$ cat src/rtl/fpga_rst_seq_if.sv
// fpga_rst_seq_if: control/status bundle between the reset sequencer and its user.
// The sw_rst_req member exists only when FPGA_RST_SEQ_SWRST_EN is defined.
interface fpga_rst_seq_if #(
  parameter int unsigned NUM_RST = 4,
  parameter int unsigned CNT_W   = 8
);
  logic               pll_lock;
  logic               lock_lost_clr;
`ifdef FPGA_RST_SEQ_SWRST_EN
  logic               sw_rst_req;
`endif
  logic [NUM_RST-1:0] srst;
  logic               rst_done;
  logic               lock_lost;
  logic [CNT_W-1:0]   relock_cnt;

  // Side that drives lock/requests and observes the reset outputs.
  modport master (
    output pll_lock,
    output lock_lost_clr,
`ifdef FPGA_RST_SEQ_SWRST_EN
    output sw_rst_req,
`endif
    input  srst,
    input  rst_done,
    input  lock_lost,
    input  relock_cnt
  );

  // The sequencer itself.
  modport slave (
    input  pll_lock,
    input  lock_lost_clr,
`ifdef FPGA_RST_SEQ_SWRST_EN
    input  sw_rst_req,
`endif
    output srst,
    output rst_done,
    output lock_lost,
    output relock_cnt
  );
endinterface

$ cat src/rtl/fpga_rst_seq.sv
// fpga_rst_seq: synchronises and debounces the PLL lock, then releases NUM_RST
// synchronous resets one at a time, STAGE_GAP cycles apart. Lock loss re-asserts
// every reset at once and restarts the sequence.
// Define FPGA_RST_SEQ_SWRST_EN to add the software reset request (SWHOLD state).
module fpga_rst_seq #(
  parameter int unsigned NUM_RST       = 4,
  parameter int unsigned SYNC_STAGES   = 3,
  parameter int unsigned LOCK_DEBOUNCE = 64,
  parameter int unsigned STAGE_GAP     = 16,
  parameter int unsigned CNT_W         = 8
) (
  input logic           clk_out0,
  input logic           arst_n,
  fpga_rst_seq_if.slave bus
);

  localparam int unsigned StW  = (NUM_RST > 1) ? $clog2(NUM_RST) : 1;
  localparam int unsigned DebW = (LOCK_DEBOUNCE > 1) ? $clog2(LOCK_DEBOUNCE) : 1;
  localparam int unsigned GapW = (STAGE_GAP > 1) ? $clog2(STAGE_GAP) : 1;

  localparam logic [DebW-1:0] DebLast   = DebW'(LOCK_DEBOUNCE - 1);
  localparam logic [GapW-1:0] GapLast   = GapW'(STAGE_GAP - 1);
  localparam logic [StW-1:0]  StageLast = StW'(NUM_RST - 1);

  typedef enum logic [1:0] {
    StWaitLock = 2'd0,
    StRelease  = 2'd1,
    StRun      = 2'd2
`ifdef FPGA_RST_SEQ_SWRST_EN
    ,
    StSwHold   = 2'd3
`endif
  } state_e;

  state_e               state_q, state_d;
  logic [SYNC_STAGES-1:0] sync_q;
  logic [DebW-1:0]      deb_q, deb_d;
  logic [GapW-1:0]      gap_q, gap_d;
  logic [StW-1:0]       stage_q, stage_d;
  logic [NUM_RST-1:0]   srst_q, srst_d;
  logic                 rst_done_q, rst_done_d;
  logic                 lock_lost_q, lock_lost_d;
  logic [CNT_W-1:0]     relock_q, relock_d;
  logic                 lock_s;
  logic                 lock_loss;

  assign lock_s    = sync_q[SYNC_STAGES-1];
  // Any state other than WAIT_LOCK has committed to a lock, so losing it counts.
  assign lock_loss = !lock_s && (state_q != StWaitLock);

  // Lock synchroniser: pll_lock is asynchronous to clk_out0.
  always_ff @(posedge clk_out0 or negedge arst_n) begin
    if (!arst_n) begin
      sync_q <= '0;
    end else begin
      sync_q <= {sync_q[SYNC_STAGES-2:0], bus.pll_lock};
    end
  end

  // Sequencer state and output registers.
  always_ff @(posedge clk_out0 or negedge arst_n) begin
    if (!arst_n) begin
      state_q     <= StWaitLock;
      deb_q       <= '0;
      gap_q       <= '0;
      stage_q     <= '0;
      srst_q      <= '1;
      rst_done_q  <= 1'b0;
      lock_lost_q <= 1'b0;
      relock_q    <= '0;
    end else begin
      state_q     <= state_d;
      deb_q       <= deb_d;
      gap_q       <= gap_d;
      stage_q     <= stage_d;
      srst_q      <= srst_d;
      rst_done_q  <= rst_done_d;
      lock_lost_q <= lock_lost_d;
      relock_q    <= relock_d;
    end
  end

  // Next-state: debounce, staged release, lock-loss and software-reset handling.
  always_comb begin
    state_d     = state_q;
    deb_d       = deb_q;
    gap_d       = gap_q;
    stage_d     = stage_q;
    srst_d      = srst_q;
    rst_done_d  = rst_done_q;
    lock_lost_d = lock_lost_q;
    relock_d    = relock_q;

    if (bus.lock_lost_clr) begin
      lock_lost_d = 1'b0;
    end

    unique case (state_q)
      StWaitLock: begin
        if (lock_s) begin
          if (deb_q == DebLast) begin
            state_d = StRelease;
            deb_d   = '0;
            gap_d   = '0;
            stage_d = '0;
          end else begin
            deb_d = deb_q + DebW'(1);
          end
        end else begin
          deb_d = '0;
        end
      end
      StRelease: begin
        if (gap_q == GapLast) begin
          gap_d          = '0;
          srst_d[stage_q] = 1'b0;
          if (stage_q == StageLast) begin
            state_d    = StRun;
            rst_done_d = 1'b1;
            stage_d    = '0;
          end else begin
            stage_d = stage_q + StW'(1);
          end
        end else begin
          gap_d = gap_q + GapW'(1);
        end
      end
      StRun: begin
        srst_d     = '0;
        rst_done_d = 1'b1;
      end
`ifdef FPGA_RST_SEQ_SWRST_EN
      StSwHold: begin
        // Lock is already known good here, so skip the debounce.
        if (gap_q == GapLast) begin
          state_d = StRelease;
          gap_d   = '0;
          stage_d = '0;
        end else begin
          gap_d = gap_q + GapW'(1);
        end
      end
`endif
      default: begin
        state_d = StWaitLock;
      end
    endcase

`ifdef FPGA_RST_SEQ_SWRST_EN
    if (bus.sw_rst_req && (state_q == StRelease || state_q == StRun)) begin
      state_d    = StSwHold;
      srst_d     = '1;
      rst_done_d = 1'b0;
      deb_d      = '0;
      gap_d      = '0;
      stage_d    = '0;
    end
`endif

    // Lock loss overrides everything else; set beats a simultaneous clear.
    if (lock_loss) begin
      state_d     = StWaitLock;
      srst_d      = '1;
      rst_done_d  = 1'b0;
      deb_d       = '0;
      gap_d       = '0;
      stage_d     = '0;
      lock_lost_d = 1'b1;
      if (relock_q != '1) begin
        relock_d = relock_q + CNT_W'(1);
      end
    end
  end

  assign bus.srst       = srst_q;
  assign bus.rst_done   = rst_done_q;
  assign bus.lock_lost  = lock_lost_q;
  assign bus.relock_cnt = relock_q;

endmodule

$ cat src/flat_wrapper.sv
// flat-port wrapper written by rule: the top's interface ports become plain ports
module fpga_rst_seq_flat 
#(
  parameter int unsigned NUM_RST       = 4,
  parameter int unsigned SYNC_STAGES   = 3,
  parameter int unsigned LOCK_DEBOUNCE = 64,
  parameter int unsigned STAGE_GAP     = 16,
  parameter int unsigned CNT_W         = 8
)
  (clk_out0, arst_n, bus_pll_lock, bus_lock_lost_clr, bus_srst, bus_rst_done, bus_lock_lost, bus_relock_cnt);
  fpga_rst_seq_if #(.NUM_RST(NUM_RST), .CNT_W(CNT_W)) bus_i ();
  input logic clk_out0;
  input logic arst_n;
  input wire logic [$bits(bus_i.pll_lock)-1:0] bus_pll_lock;
  input wire logic [$bits(bus_i.lock_lost_clr)-1:0] bus_lock_lost_clr;
  output wire logic [$bits(bus_i.srst)-1:0] bus_srst;
  output wire logic [$bits(bus_i.rst_done)-1:0] bus_rst_done;
  output wire logic [$bits(bus_i.lock_lost)-1:0] bus_lock_lost;
  output wire logic [$bits(bus_i.relock_cnt)-1:0] bus_relock_cnt;
  assign bus_i.pll_lock = bus_pll_lock;
  assign bus_i.lock_lost_clr = bus_lock_lost_clr;
  assign bus_srst = bus_i.srst;
  assign bus_rst_done = bus_i.rst_done;
  assign bus_lock_lost = bus_i.lock_lost;
  assign bus_relock_cnt = bus_i.relock_cnt;
  fpga_rst_seq #(.NUM_RST(NUM_RST), .SYNC_STAGES(SYNC_STAGES), .LOCK_DEBOUNCE(LOCK_DEBOUNCE), .STAGE_GAP(STAGE_GAP), .CNT_W(CNT_W)) u_core (.clk_out0(clk_out0), .arst_n(arst_n), .bus(bus_i));
endmodule
$ cat config.mk
export PLATFORM = sky130hd
export DESIGN_NAME = fpga_rst_seq_flat
export DESIGN_NICKNAME = d
export VERILOG_FILES = /design/src/rtl/fpga_rst_seq_if.sv /design/src/rtl/fpga_rst_seq.sv /design/src/flat_wrapper.sv
export SDC_FILE = /design/constraint.sdc
export NUM_CORES = 1
export LEC_CHECK = 0
export ABC_AREA = 1
export CAP_MARGIN = 20
export CORE_MARGIN = 3
export CORE_UTILIZATION = 45
export CTS_CLUSTER_SIZE = 16
export DETAILED_ROUTE_END_ITERATION = 16
export PLACE_DENSITY = 0.77
export SYNTH_ARGS = -nofsm -noshare
export SYNTH_HDL_FRONTEND = slang
export SYNTH_SLANG_ARGS = --single-unit
export TNS_END_PERCENT = 10
$ cat constraint.sdc
create_clock -name clk_out0 -period 1.94 [get_ports clk_out0]
set_clock_uncertainty 0.2 [all_clocks]
set_input_delay 0.194 -clock clk_out0 [delete_from_list [all_inputs] [get_ports clk_out0]]
set_output_delay 0.194 -clock clk_out0 [all_outputs]
set_load 0.02 [all_outputs]
==> impl_results.md <==
* Status: completed
* Crit path time final at 1800 ps
* Flop pwr share at 49.4%
* Drt initial violations at 86
* Synth unique cells at 27
* Net Switching at 0.305 mW
* Routed Antenna Nets at 0
* Initial Util at 47.1%
* # DRC at 0
* Commonest non-fill, non-tap cell in the layout: nand2_1
* First-pass GRT wire length at 5.58 mm
* Fraction of layout cells with a size suffix above 1 at 12.8%
* Number of synthesized register bits at 31
* Vias per cell at 4.83
* Startpoint Class: flip-flop
* Mapped cell area at 1750 sq um
* Hpwl dp at 2.26 mm
* Max Freq at 0.554 GHz
* Root Driver: clkbuf_8
* R2R cell count at 10
* Critical Path End Type: primary output
* Worst-Margin Slew at 400 ps
* Combinational share of power at 5.1%
* TritonCTS Buffers at 5
* Tcrit/Tclk final at 93.0%
* TritonCTS clock tree: done
* Ant diodes at 0
* Synth warn at 0
* Worst-path clk slew at 70 ps
* P_int at 1.12 mW
* Crit path depth at 1
* Worst Path Buf+Inv at 1
* CP cell instances: clkdlybuf4s50_1
* Hold Fails Final Rpt at 0
* Syn_area_per_cell at 8.03 sq um
* CTS sink cnt at 31
* Global Route Usage Sum at 16.4%
* Worst EP arrival at 1410 ps
* Die X at 68.4 um
* CP Class: flip-flop to primary output
* Pwr Total at 1.43 mW
* CTS Buffer Depth at 2
* Max stage delay cell, worst path: clkdlybuf4s50_1
* Pre-antenna DRT Iters at 4
* Clk_lat worst skew at 280 ps
* Seq/Total Area, Yosys at 44.6%
* Die ar. at 4670 sq um
* DR vias at 1406
* Crit-path max FO at 7
* Largest net degree at the start of global routing at 32
* Lkg Pwr at 1.08 nW
* Core Util, Final at 56.6%
* Max-slew violation total from the final report at 0
* Routed len/inst at 10.9 um
* Sw Ratio at 21.3%
* Max Cap Viol at 0
* Row count at 22
* H-tree depth at 2
* Setup Buffers After CTS at 0
* Num ports at 18
* Hold Path Class: primary input to async pin
* I/O Buffers at 17
* Peak supply drop at 0.344 mV
* Core ar. at 3720 sq um
* Slew headroom at 73.3%
* Pwr per Cell Area at 679 nW/um^2
* RSZ-0062 raised after global routing: no
* Post-CTS Hold Buffers at 0
* Die H at 68.4 um
* Vias in the first global route at 1323
* Largest stage delay, worst path at 650 ps
* Req. time, crit path at 1550 ps
* Setup TNS at 0 ps
* Gr ovfl total at 0
* P&R area growth vs syn at 20.2%
* Final nets at 257
* Clock power frac at 45.4%
* WL final at 3.17 mm
* CP top delay family: buffers and inverters
* Most frequent cells in the layout: nand2_1, dfrtp_1, inv_1, nand3_1, nor2_1
* R2r setup slk at 190 ps
* Antenna violations before repair at 0
* Placer Congestion at 0.826
* Setup violators final at 0
* Syn Nets at 233
* Synthesized instance count at 218
==> stage by stage <==
stage | cells | cell area [sq um] | setup WS, ps | hold WS (ps)
4_1_cts | 291 | 2090 | 59.3 | 110
2_1_floorplan | 218 | 1750 | 267 | -302
3_3_place_gp | 283 | 1970 | 159 | 134
5_1_grt | 291 | 2100 | 11.0 | 132
3_5_place_dp | 283 | 1970 | 68.3 | 135
6_report | 291 | 2100 | 135 | 107
==> final timing paths <==
kind | startpoint | endpoint
min in group clk_out0 | bus_pll_lock | u_core.sync_q[0]
worst min-delay path | arst_n | u_core.deb_q[1]
max in group asynchronous | arst_n | u_core.bus.srst[2]
worst min register to register | u_core.sync_q[0] | u_core.sync_q[1]
worst max-delay path | u_core.bus.relock_cnt[3] | bus_relock_cnt[3]
worst max register to register | u_core.state_q[1] | u_core.state_q[1]
==> Yosys cell counts <==
cell      instances  area (sq um)
nor2_1           18          67.6
o21bai_1          1          7.51
nand3_1          19          95.1
buf_6             2          22.5
xor2_1            3          26.3
nor2_2            1          6.26
a21oi_1           3          15.0
o21ai_0           8          40.0
dfrtp_1          27           676
o21ai_2           1          8.76
inv_1            22          82.6
nor2_8            1          20.0
or2_2             1          6.26
or2_1             1          6.26
o211ai_1          1          7.51
nand4_1           4          25.0
xnor2_1           3          26.3
nand2_1          74           278
dfstp_2           4           105
ha_1             11           138
nand2_4           1          11.3
nand2_2           2          12.5
inv_2             5          18.8
nand3_2           2          20.0
nor3_1            1          5.00
buf_4             1          7.51
o21ai_4           1          16.3
==> flip-flops by register name (all words and copies together) (netlist names) <==
signal and flops:
u_core.bus.lock_lost 1, u_core.bus.relock_cnt 8, u_core.bus.rst_done 1, u_core.bus.srst 4, u_core.deb_q 6, u_core.gap_q 4, u_core.stage_q 2, u_core.state_q 2
u_core.sync_q 3
==> logic make-up (layout without fill, tap and decap cells) <==
family	Yosys count	in the layout	share of synthesized area, %
adders and majority gates	11	11	7.86
xor gates and xnor gates	6	6	3.00
DFF	31	31	44.6
buffers and inverters	30	55	7.51
and+or+nand+nor	125	125	31.6
AOI/OAI and AO/OA	15	15	5.43
==> cell type report <==
class	instances	area, sq um
Timing Repair Buffer	20	193
Inverter	27	101
Clock buffer	6	82.6
Tap cell	48	60.1
Multi-Input combinational cell	157	851
Sequential cell	31	781
Fill cell	351	1610
Clock inverter	2	35.0
==> routing by layer <==
layer	GRT usage [%]	vias to the layer above	share of wire, %
met2	26.2	29	46
met3	3.94	4	4.3
met4	10.4	0	1.4
met1	19.7	643	48
li1	-	730	-
met5	0	-	0
==> power by group through the flow <==
stage / registers, mW / logic [mW] / clock network (mW)
6_report: 0.706 / 0.0733 / 0.649
2_1_floorplan: 0.709 / 0.0513 / 0
4_1_cts: 0.707 / 0.0758 / 0.666
3_5_place_dp: 0.718 / 0.0751 / 0
5_1_grt: 0.710 / 0.0865 / 0.692
3_3_place_gp: 0.717 / 0.0752 / 0
==> timing repair <==
| action | 4_1_cts | 5_1_grt |
|---|---|---|
| setup endpoints to repair | 0 | 16 |
| endpoints found under the hold margin | 0 | 0 |
| resized for setup | 0 | 2 |
No activity file was read; power rests on OpenSTA's default activity.
